`src/rtl/dmem_bridge_pkg.sv`:
```
// Shared types and constants for the data-memory bridge and its address map.
package dmem_bridge_pkg;

  typedef enum logic [1:0] {
    ST_IDLE = 2'd0,
    ST_REQ  = 2'd1,
    ST_WAIT = 2'd2,
    ST_DONE = 2'd3
  } state_t;

  localparam logic [1:0]  SIZE_B       = 2'd0;
  localparam logic [1:0]  SIZE_H       = 2'd1;
  localparam logic [1:0]  SIZE_W       = 2'd2;

  localparam logic [1:0]  KSEG_TAG     = 2'b10;
  localparam logic [31:0] KSEG_MASK    = 32'h1FFF_FFFF;
  localparam logic [31:0] TIMEOUT_FILL = 32'hDEAD_BEEF;

  typedef struct packed {
    logic [3:0]  wen;
    logic [1:0]  size;
    logic [31:0] addr;
    logic [31:0] wdata;
  } req_t;

  // kseg0/kseg1 both fold onto the low 512 MB of physical space
  function automatic logic [31:0] kseg_xlate(input logic [31:0] va);
    return (va[31:30] == KSEG_TAG) ? (va & KSEG_MASK) : va;
  endfunction

endpackage

```
`src/rtl/dmem_bridge_if.sv`:
```
// Request/address-ok/data-ok data bus between the bridge (master) and memory (slave).
interface dmem_bridge_if;
  logic        bus_req;
  logic        bus_wr;
  logic [1:0]  bus_size;
  logic [3:0]  bus_wstrb;
  logic [31:0] bus_addr;
  logic [31:0] bus_wdata;
  logic        bus_addr_ok;
  logic        bus_data_ok;
  logic [31:0] bus_rdata;
  logic        bus_err;

  modport master (
    output bus_req, bus_wr, bus_size, bus_wstrb, bus_addr, bus_wdata, bus_err,
    input  bus_addr_ok, bus_data_ok, bus_rdata
  );

  modport slave (
    input  bus_req, bus_wr, bus_size, bus_wstrb, bus_addr, bus_wdata, bus_err,
    output bus_addr_ok, bus_data_ok, bus_rdata
  );
endinterface

```
`src/rtl/dmem_bridge_addr_map.sv`:
```
// Combinational virtual-to-physical translation; shared with the fetch bridge.
module dmem_bridge_addr_map
  import dmem_bridge_pkg::*;
(
  input  logic [31:0] vaddr,
  output logic [31:0] paddr
);
  assign paddr = kseg_xlate(vaddr);
endmodule

```
`src/rtl/dmem_bridge.sv`:
```
// MEM-stage load/store bridge: one outstanding bus access, stalls until done.
// Optional DMEM_TIMEOUT_EN aborts a hung access after TIMEOUT_CYCLES with bus_err.
module dmem_bridge
  import dmem_bridge_pkg::*;
#(
  parameter int TIMEOUT_CYCLES = 255
) (
  input  logic         clk,
  input  logic         rst,
  input  logic         mem_en,
  input  logic [3:0]   mem_wen,
  input  logic [1:0]   mem_size,
  input  logic [31:0]  mem_addr,
  input  logic [31:0]  mem_wdata,
  input  logic         addr_exc,
  input  logic         flush,
  input  logic         ext_stall,
  output logic         stall,
  output logic [31:0]  mem_rdata,
  dmem_bridge_if.master bus
);

  state_t state, state_n;
  req_t   req_q;
  logic   wr_q;
  logic   cancel_q;
  logic   start;
  logic   to_hit;
  logic [31:0] paddr;

  assign start = mem_en & ~addr_exc & ~flush;

`ifdef DMEM_TIMEOUT_EN
  localparam logic [7:0] TO_LAST = 8'(TIMEOUT_CYCLES - 1);
  logic [7:0] to_cnt;
  logic       err_q;

  // counter value TO_LAST marks the TIMEOUT_CYCLES-th busy cycle
  assign to_hit = ((state == ST_REQ) || (state == ST_WAIT)) && (to_cnt == TO_LAST);

  always_ff @(posedge clk or posedge rst) begin
    if (rst) begin
      to_cnt <= '0;
      err_q  <= 1'b0;
    end else begin
      err_q <= to_hit;
      if (state == ST_IDLE && start)
        to_cnt <= '0;
      else if (state == ST_REQ || state == ST_WAIT)
        to_cnt <= to_cnt + 8'd1;
    end
  end

  assign bus.bus_err = err_q;
`else
  assign to_hit      = 1'b0;
  assign bus.bus_err = 1'b0;
`endif

  always_ff @(posedge clk or posedge rst) begin
    if (rst) state <= ST_IDLE;
    else     state <= state_n;
  end

  always_comb begin
    state_n = state;
    stall   = 1'b0;
    unique case (state)
      ST_IDLE: begin
        stall = start;
        if (start) state_n = ST_REQ;
      end
      ST_REQ: begin
        stall = 1'b1;
        if (bus.bus_addr_ok) state_n = ST_WAIT;
        else if (flush)      state_n = ST_IDLE;
      end
      ST_WAIT: begin
        stall = ~cancel_q;
        if (bus.bus_data_ok) state_n = cancel_q ? ST_IDLE : ST_DONE;
      end
      ST_DONE: begin
        if (flush || !ext_stall) state_n = ST_IDLE;
      end
      default: state_n = ST_IDLE;
    endcase
    if (to_hit) state_n = ST_DONE;
  end

  always_ff @(posedge clk or posedge rst) begin
    if (rst) begin
      req_q     <= '0;
      wr_q      <= 1'b0;
      cancel_q  <= 1'b0;
      mem_rdata <= '0;
    end else begin
      if (state == ST_IDLE && start) begin
        req_q <= '{wen: mem_wen, size: mem_size, addr: mem_addr, wdata: mem_wdata};
        wr_q  <= |mem_wen;
      end

      // cancel marks a response that belongs to a flushed instruction
      if (to_hit)
        cancel_q <= 1'b0;
      else if (state == ST_REQ && bus.bus_addr_ok && flush)
        cancel_q <= 1'b1;
      else if (state == ST_WAIT) begin
        if (bus.bus_data_ok) cancel_q <= 1'b0;
        else if (flush)      cancel_q <= 1'b1;
      end

      if (to_hit)
        mem_rdata <= TIMEOUT_FILL;
      else if (state == ST_WAIT && bus.bus_data_ok && !cancel_q && !wr_q)
        mem_rdata <= bus.bus_rdata;
    end
  end

  dmem_bridge_addr_map u_addr_map (
    .vaddr (req_q.addr),
    .paddr (paddr)
  );

  assign bus.bus_req   = (state == ST_REQ);
  assign bus.bus_wr    = wr_q;
  assign bus.bus_size  = req_q.size;
  assign bus.bus_wstrb = req_q.wen;
  assign bus.bus_addr  = paddr;
  assign bus.bus_wdata = req_q.wdata;

endmodule

```
`src/flat_wrapper.sv`:
```
// flat-port wrapper written by rule: the top's interface ports become plain ports
module dmem_bridge_flat import dmem_bridge_pkg::*;
#(
  parameter int TIMEOUT_CYCLES = 255
)
  (clk, rst, mem_en, mem_wen, mem_size, mem_addr, mem_wdata, addr_exc, flush, ext_stall, stall, mem_rdata, bus_bus_req, bus_bus_wr, bus_bus_size, bus_bus_wstrb, bus_bus_addr, bus_bus_wdata, bus_bus_err, bus_bus_addr_ok, bus_bus_data_ok, bus_bus_rdata);
  dmem_bridge_if bus_i ();
  input  logic clk;
  input  logic rst;
  input  logic mem_en;
  input  logic [3:0] mem_wen;
  input  logic [1:0] mem_size;
  input  logic [31:0] mem_addr;
  input  logic [31:0] mem_wdata;
  input  logic addr_exc;
  input  logic flush;
  input  logic ext_stall;
  output logic stall;
  output logic [31:0] mem_rdata;
  output wire logic [$bits(bus_i.bus_req)-1:0] bus_bus_req;
  output wire logic [$bits(bus_i.bus_wr)-1:0] bus_bus_wr;
  output wire logic [$bits(bus_i.bus_size)-1:0] bus_bus_size;
  output wire logic [$bits(bus_i.bus_wstrb)-1:0] bus_bus_wstrb;
  output wire logic [$bits(bus_i.bus_addr)-1:0] bus_bus_addr;
  output wire logic [$bits(bus_i.bus_wdata)-1:0] bus_bus_wdata;
  output wire logic [$bits(bus_i.bus_err)-1:0] bus_bus_err;
  input wire logic [$bits(bus_i.bus_addr_ok)-1:0] bus_bus_addr_ok;
  input wire logic [$bits(bus_i.bus_data_ok)-1:0] bus_bus_data_ok;
  input wire logic [$bits(bus_i.bus_rdata)-1:0] bus_bus_rdata;
  assign bus_bus_req = bus_i.bus_req;
  assign bus_bus_wr = bus_i.bus_wr;
  assign bus_bus_size = bus_i.bus_size;
  assign bus_bus_wstrb = bus_i.bus_wstrb;
  assign bus_bus_addr = bus_i.bus_addr;
  assign bus_bus_wdata = bus_i.bus_wdata;
  assign bus_bus_err = bus_i.bus_err;
  assign bus_i.bus_addr_ok = bus_bus_addr_ok;
  assign bus_i.bus_data_ok = bus_bus_data_ok;
  assign bus_i.bus_rdata = bus_bus_rdata;
  dmem_bridge #(.TIMEOUT_CYCLES(TIMEOUT_CYCLES)) u_core (.clk(clk), .rst(rst), .mem_en(mem_en), .mem_wen(mem_wen), .mem_size(mem_size), .mem_addr(mem_addr), .mem_wdata(mem_wdata), .addr_exc(addr_exc), .flush(flush), .ext_stall(ext_stall), .stall(stall), .mem_rdata(mem_rdata), .bus(bus_i));
endmodule
```
`config.mk`:
```
export PLATFORM = sky130hd
export DESIGN_NAME = dmem_bridge_flat
export DESIGN_NICKNAME = d
export VERILOG_FILES = /design/src/rtl/dmem_bridge_pkg.sv /design/src/rtl/dmem_bridge_if.sv /design/src/rtl/dmem_bridge_addr_map.sv /design/src/rtl/dmem_bridge.sv /design/src/flat_wrapper.sv
export SDC_FILE = /design/constraint.sdc
export NUM_CORES = 1
export LEC_CHECK = 0
export CAP_MARGIN = 10
export CORE_MARGIN = 2
export CORE_UTILIZATION = 37
export CTS_BUF_LIST = sky130_fd_sc_hd__clkbuf_16
export CTS_CLUSTER_SIZE = 12
export DETAILED_ROUTE_END_ITERATION = 12
export PLACE_DENSITY = 0.85
export SLEW_MARGIN = 25
export SYNTH_ARGS = -nofsm -noshare
export SYNTH_HDL_FRONTEND = slang
export SYNTH_HIERARCHICAL = 1
export SYNTH_SLANG_ARGS = --single-unit
```
`constraint.sdc`:
```
create_clock -name clk -period 3.4 [get_ports clk]
set_input_delay 0.68 -clock clk [delete_from_list [all_inputs] [get_ports clk]]
set_output_delay 0.68 -clock clk [all_outputs]
set_load 0.02 [all_outputs]
```
; ---- Word level (Yosys, flattened, before mapping)
; Cells that the tools add are included.
[word_totals]
elab_cells = 50
inputBits = 110
regBits = 106
[classes]
n_reduce_logical = 16
n_bitwise = 5
n_mux = 13
eq_ne = 8
[op_table]
columns = op, n
row1 = two-way mux 32 bit, 1
row2 = two-way mux 2 bit, 6
row3 = case mux 2 bit (4 select lines), 1
row4 = equality test 2 bit (second input constant), 3
row5 = logical AND 1 bit, 6
row6 = two-way mux 1 bit, 4
row7 = inequality test 2 x 1 -> 1 bit (second input constant), 2
row8 = AND reduction 4 bit, 1
row9 = OR reduction 4 bit, 1
row10 = zero test 1 bit, 3
row11 = inequality test 3 x 2 -> 1 bit (second input constant), 1
row12 = NOT 1 bit, 3
row13 = case mux 1 bit (3 select lines), 1
row14 = nonzero test 3 bit, 1
row15 = AND 1 bit, 2
row16 = equality test 2 x 1 -> 1 bit (second input constant), 1
row17 = zero test 2 bit, 1
row18 = inequality test 2 bit (second input constant), 1
row19 = AND reduction 2 bit, 1
row20 = nonzero test 2 bit, 1
row21 = logical OR 1 bit, 1

; ---- Depth between registers and ports, before layout
[depth]
ltp_word = 5
ltp_mapped = 5
mapped_depth_nobuf = 3

; ---- Cells and area by module
; Netlist, hierarchy kept.
[modules_own_cells]
columns = mod, cells_each, area_per_inst_um2, instances
row1 = dmem_bridge, 284, 4349.2, 1
row2 = dmem_bridge_addr_map, 33, 244.0, 1

; ---- Worst setup path after synthesis
; OpenSTA, ideal clock, no wires.
[synth_timing]
kind = input to output
from = in flush
to = out stall
stages = 2
path_slack_ns = 1.517
path_buffers = 0
arrival_time_ns = 1.203
cell_sequence = nor3b_2 > o31a_1
[synth_between]
elab_chain_len = 3
[synth_lines]
columns = item, line
row1 = "start, declared", flat_wrapper.sv:16  ; input logic flush;
row2 = NOT 1 bit, dmem_bridge.sv:31  ; assign start = mem_en & ~addr_exc & ~flush;
row3 = AND 1 bit, dmem_bridge.sv:31
row4 = case mux 1 bit (3 select lines), dmem_bridge.sv:68  ; unique case (state)
row5 = "end, declared", flat_wrapper.sv:18  ; output logic stall;
; Every way passes these cells.

; ---- Final worst setup path
; Ends and elaborated chain as after synthesis.

==> flow_summary_export.csv <==
group,metric,value,unit
yosys,synth_area_leader_cell,"dfrtp_1",
finish,instances_no_fill,634,
finish,nets,574,
yosys,synthTopCellsByArea,"dfrtp_1, mux2_2, buf_4",
critical_path,critPathMaxStageDelay,0.60,ns
global_routing,grt_pass1_wl,14900,µm
yosys,syn_area_per_cell,14.5,µm²
yosys,synth_nets,427,
yosys,syn_area,4590,µm²
sta,fin_crit,2.90,ns
power,power.density,916,nW/µm²
floorplanning,io_pins,216,
power,seqPwrFrac,36.7,%
clocking,clock_latency,0.34,ns
critical_path,arrival,2.22,ns
placed_design,numPortBuffers,214,
finish,insertedDiodeCount,0,
critical_path,slowest_stage,"clkdlybuf4s50_1",
clocking,cts_setup_buffers,0,
power,power.internal,3.99,mW
placed_design,hpwl,7340,µm
sta,worst_pin_slew,0.565,ns
power,p_leak,2.76,nW
global_routing,antenna_found_initial,0,
critical_path,cp_max_fo,4,
route,post_drt_wl_per_cell,15.6,µm
power,switchingPower,2.09,mW
yosys,syn_inst,317,
route,drc,0,
finish,drive_gt1_share,24.2,%
power,p_total,6.08,mW
global_routing,grt_max_degree,107,
finish,area_growth,44.5,%
finish,final_area,6640,µm²
clocking,clock_sinks,106,
power,peakVddDrop,0.400,mV
critical_path,crit_required,2.72,ns
clocking,cts_resized,0,
yosys,synth_edf_count,0,
route,vias,2862,
critical_path,crit_top_cell,"clkdlybuf4s50_1",
job,max_cap_violations,0,
sta,rsz0062_at_grt,"no",
clocking,ctsHoldBuffers,0,
finish,layout_commonest_cell,"clkdlybuf4s50_1",
yosys,synth_flop_cell,"dfrtp_1",
clocking,cts_tree,"built",
global_routing,overflow,0,
yosys,yosysUniqueCellTypes,27,
sta,period_share,85.4,%
clocking,ctsHtreeMaxLevel,3,
placed_design,place_inst,621,
global_routing,track_usage,14.6,%
yosys,synth_top_area_share,57.7,%
placed_design,place_ws,0.502,ns
floorplanning,fp.coreArea,12100,µm²
critical_path,path_cells,"clkdlybuf4s50_1 > nor3b_2 > o31a_1 > clkdlybuf4s50_1",
sta,slew_viol_final,0,
clocking,clock_path_buffers,2,
worst_hold_path,hold_path.class,"register to register",
floorplanning,die_y,115,µm
global_routing,grt_pass1_vias,3047,
floorplanning,die_w,115,µm
critical_path,worstSetupEndpointType,"output port",
floorplanning,row_count,40,
clocking,clk_pin_slew,0.06,ns
yosys,yosysWarnings,6,
sta,layout_setup_ws,0.497,ns
finish,mostFrequentLayoutCells,"clkdlybuf4s50_1, dfrtp_1, mux2_2",
placed_design,gp_congestion,0.762,
yosys,synth_seq_cells,106,
sta,fmax,0.344,GHz
route,first_pass_iters,4,
route,ant_nets,0,
floorplanning,start_util,38.1,%
finish,post-route-util,55.0,%
outcome,outcome,"finished clean",
power,comb_power_share,48.8,%
route,finalWirelength,9890,µm
sta,fin_worst_skew,0.00400,ns
sta,hold_viol_final,0,
critical_path,critPathLaunchType,"input pin",
yosys,yosysSeqAreaShare,57.7,%
placed_design,placed_area,6390,µm²
sta,timing.hold.ws,0.485,ns
route,vias_per_cell,4.51,
power,p_sw_share,34.4,%
sta,finalSetupViolCount,0,
clocking,clockRootBuffer,"clkbuf_16",
critical_path,path_class,"input pin to output port",
route,drt_iter0_drc,124,
power,clkPwrFrac,14.5,%
floorplanning,die-area,13300,µm²
sta,tns,0,ns
clocking,cts_buffers,9,
sta,slew_headroom,62.3,%
yosys,ys_async_sr_fraction,100,%
## power groups by stage
stage	logic, mW	registers, mW	clock network (mW)
final	2.96	2.23	0.884
after CTS	3.00	2.23	0.930
after detailed placement	2.99	2.25	0
after global placement	2.94	2.22	0
after global routing	3.11	2.30	0.992
after floorplan	1.85	2.40	0
## cell type report
| cell class | count | area, µm² |
|---|---|---|
| clock buffer | 9 | 225 |
| clock inverter | 4 | 15.0 |
| fill | 1003 | 5430 |
| inverter | 3 | 15.0 |
| multi-input combinational | 127 | 1330 |
| sequential | 106 | 2650 |
| tap | 168 | 210 |
| timing repair buffer | 217 | 2190 |
## critical path: cells and delay by family
family,cells,cell delay (ns)
simple gates,1,0.32
compound gates,1,0.16
buf+inv,2,1.06
## path summary, 6_finish.rpt
kind,from,slack [ns],depth (start not counted),endpoint
worst max-delay path,flush,0.50,4,stall
worst min-delay path,u_core/mem_rdata[25],0.49,1,u_core/mem_rdata[25]
worst max register to register,u_core/state[0],1.51,4,u_core/bus.bus_wdata[20]
worst min register to register,u_core/mem_rdata[25],0.49,1,u_core/mem_rdata[25]
max in group asynchronous,rst,2.11,3,u_core/bus.bus_wstrb[1]
min in group asynchronous,rst,0.86,3,u_core/bus.bus_wdata[5]
## synth_stat cells, types with 2 or more instances
cell type  number
nand2b_1        2
nor2_1          2
inv_1           3
mux2_2         94
dfrtp_1       106
buf_6           4
buf_4          69
o21ai_0         2
a21oi_1         3
mux2_1          8
buf_2           7
nand2_1         2
## kinds of logic after synthesis
kind of cell / after synthesis / synth area share [%]
other cells: 1 / 0.0816
compound gates: 11 / 1.69
simple gates: 13 / 2.13
mux: 102 / 25.0
flops: 106 / 57.7
buf+inv: 84 / 13.3
## flip-flops by register name, summed over array words and instances (netlist names)
signal and flops:
u_core/bus.bus_size 2, u_core/bus.bus_wdata 32, u_core/bus.bus_wr 1, u_core/bus.bus_wstrb 4, u_core/cancel_q 1, u_core/mem_rdata 32, u_core/req_q 32, u_core/state 2
## per-layer routing
layer,share of wire (%),GRT usage (%),up-vias,wire (µm)
met5,0,0,-,0
met4,3.7,9.64,0,369
met3,9.6,5.28,27,947
met2,48,24.1,141,4790
met1,38,16.0,1392,3780
li1,-,-,1302,-
(Power assumes the default switching activity.)
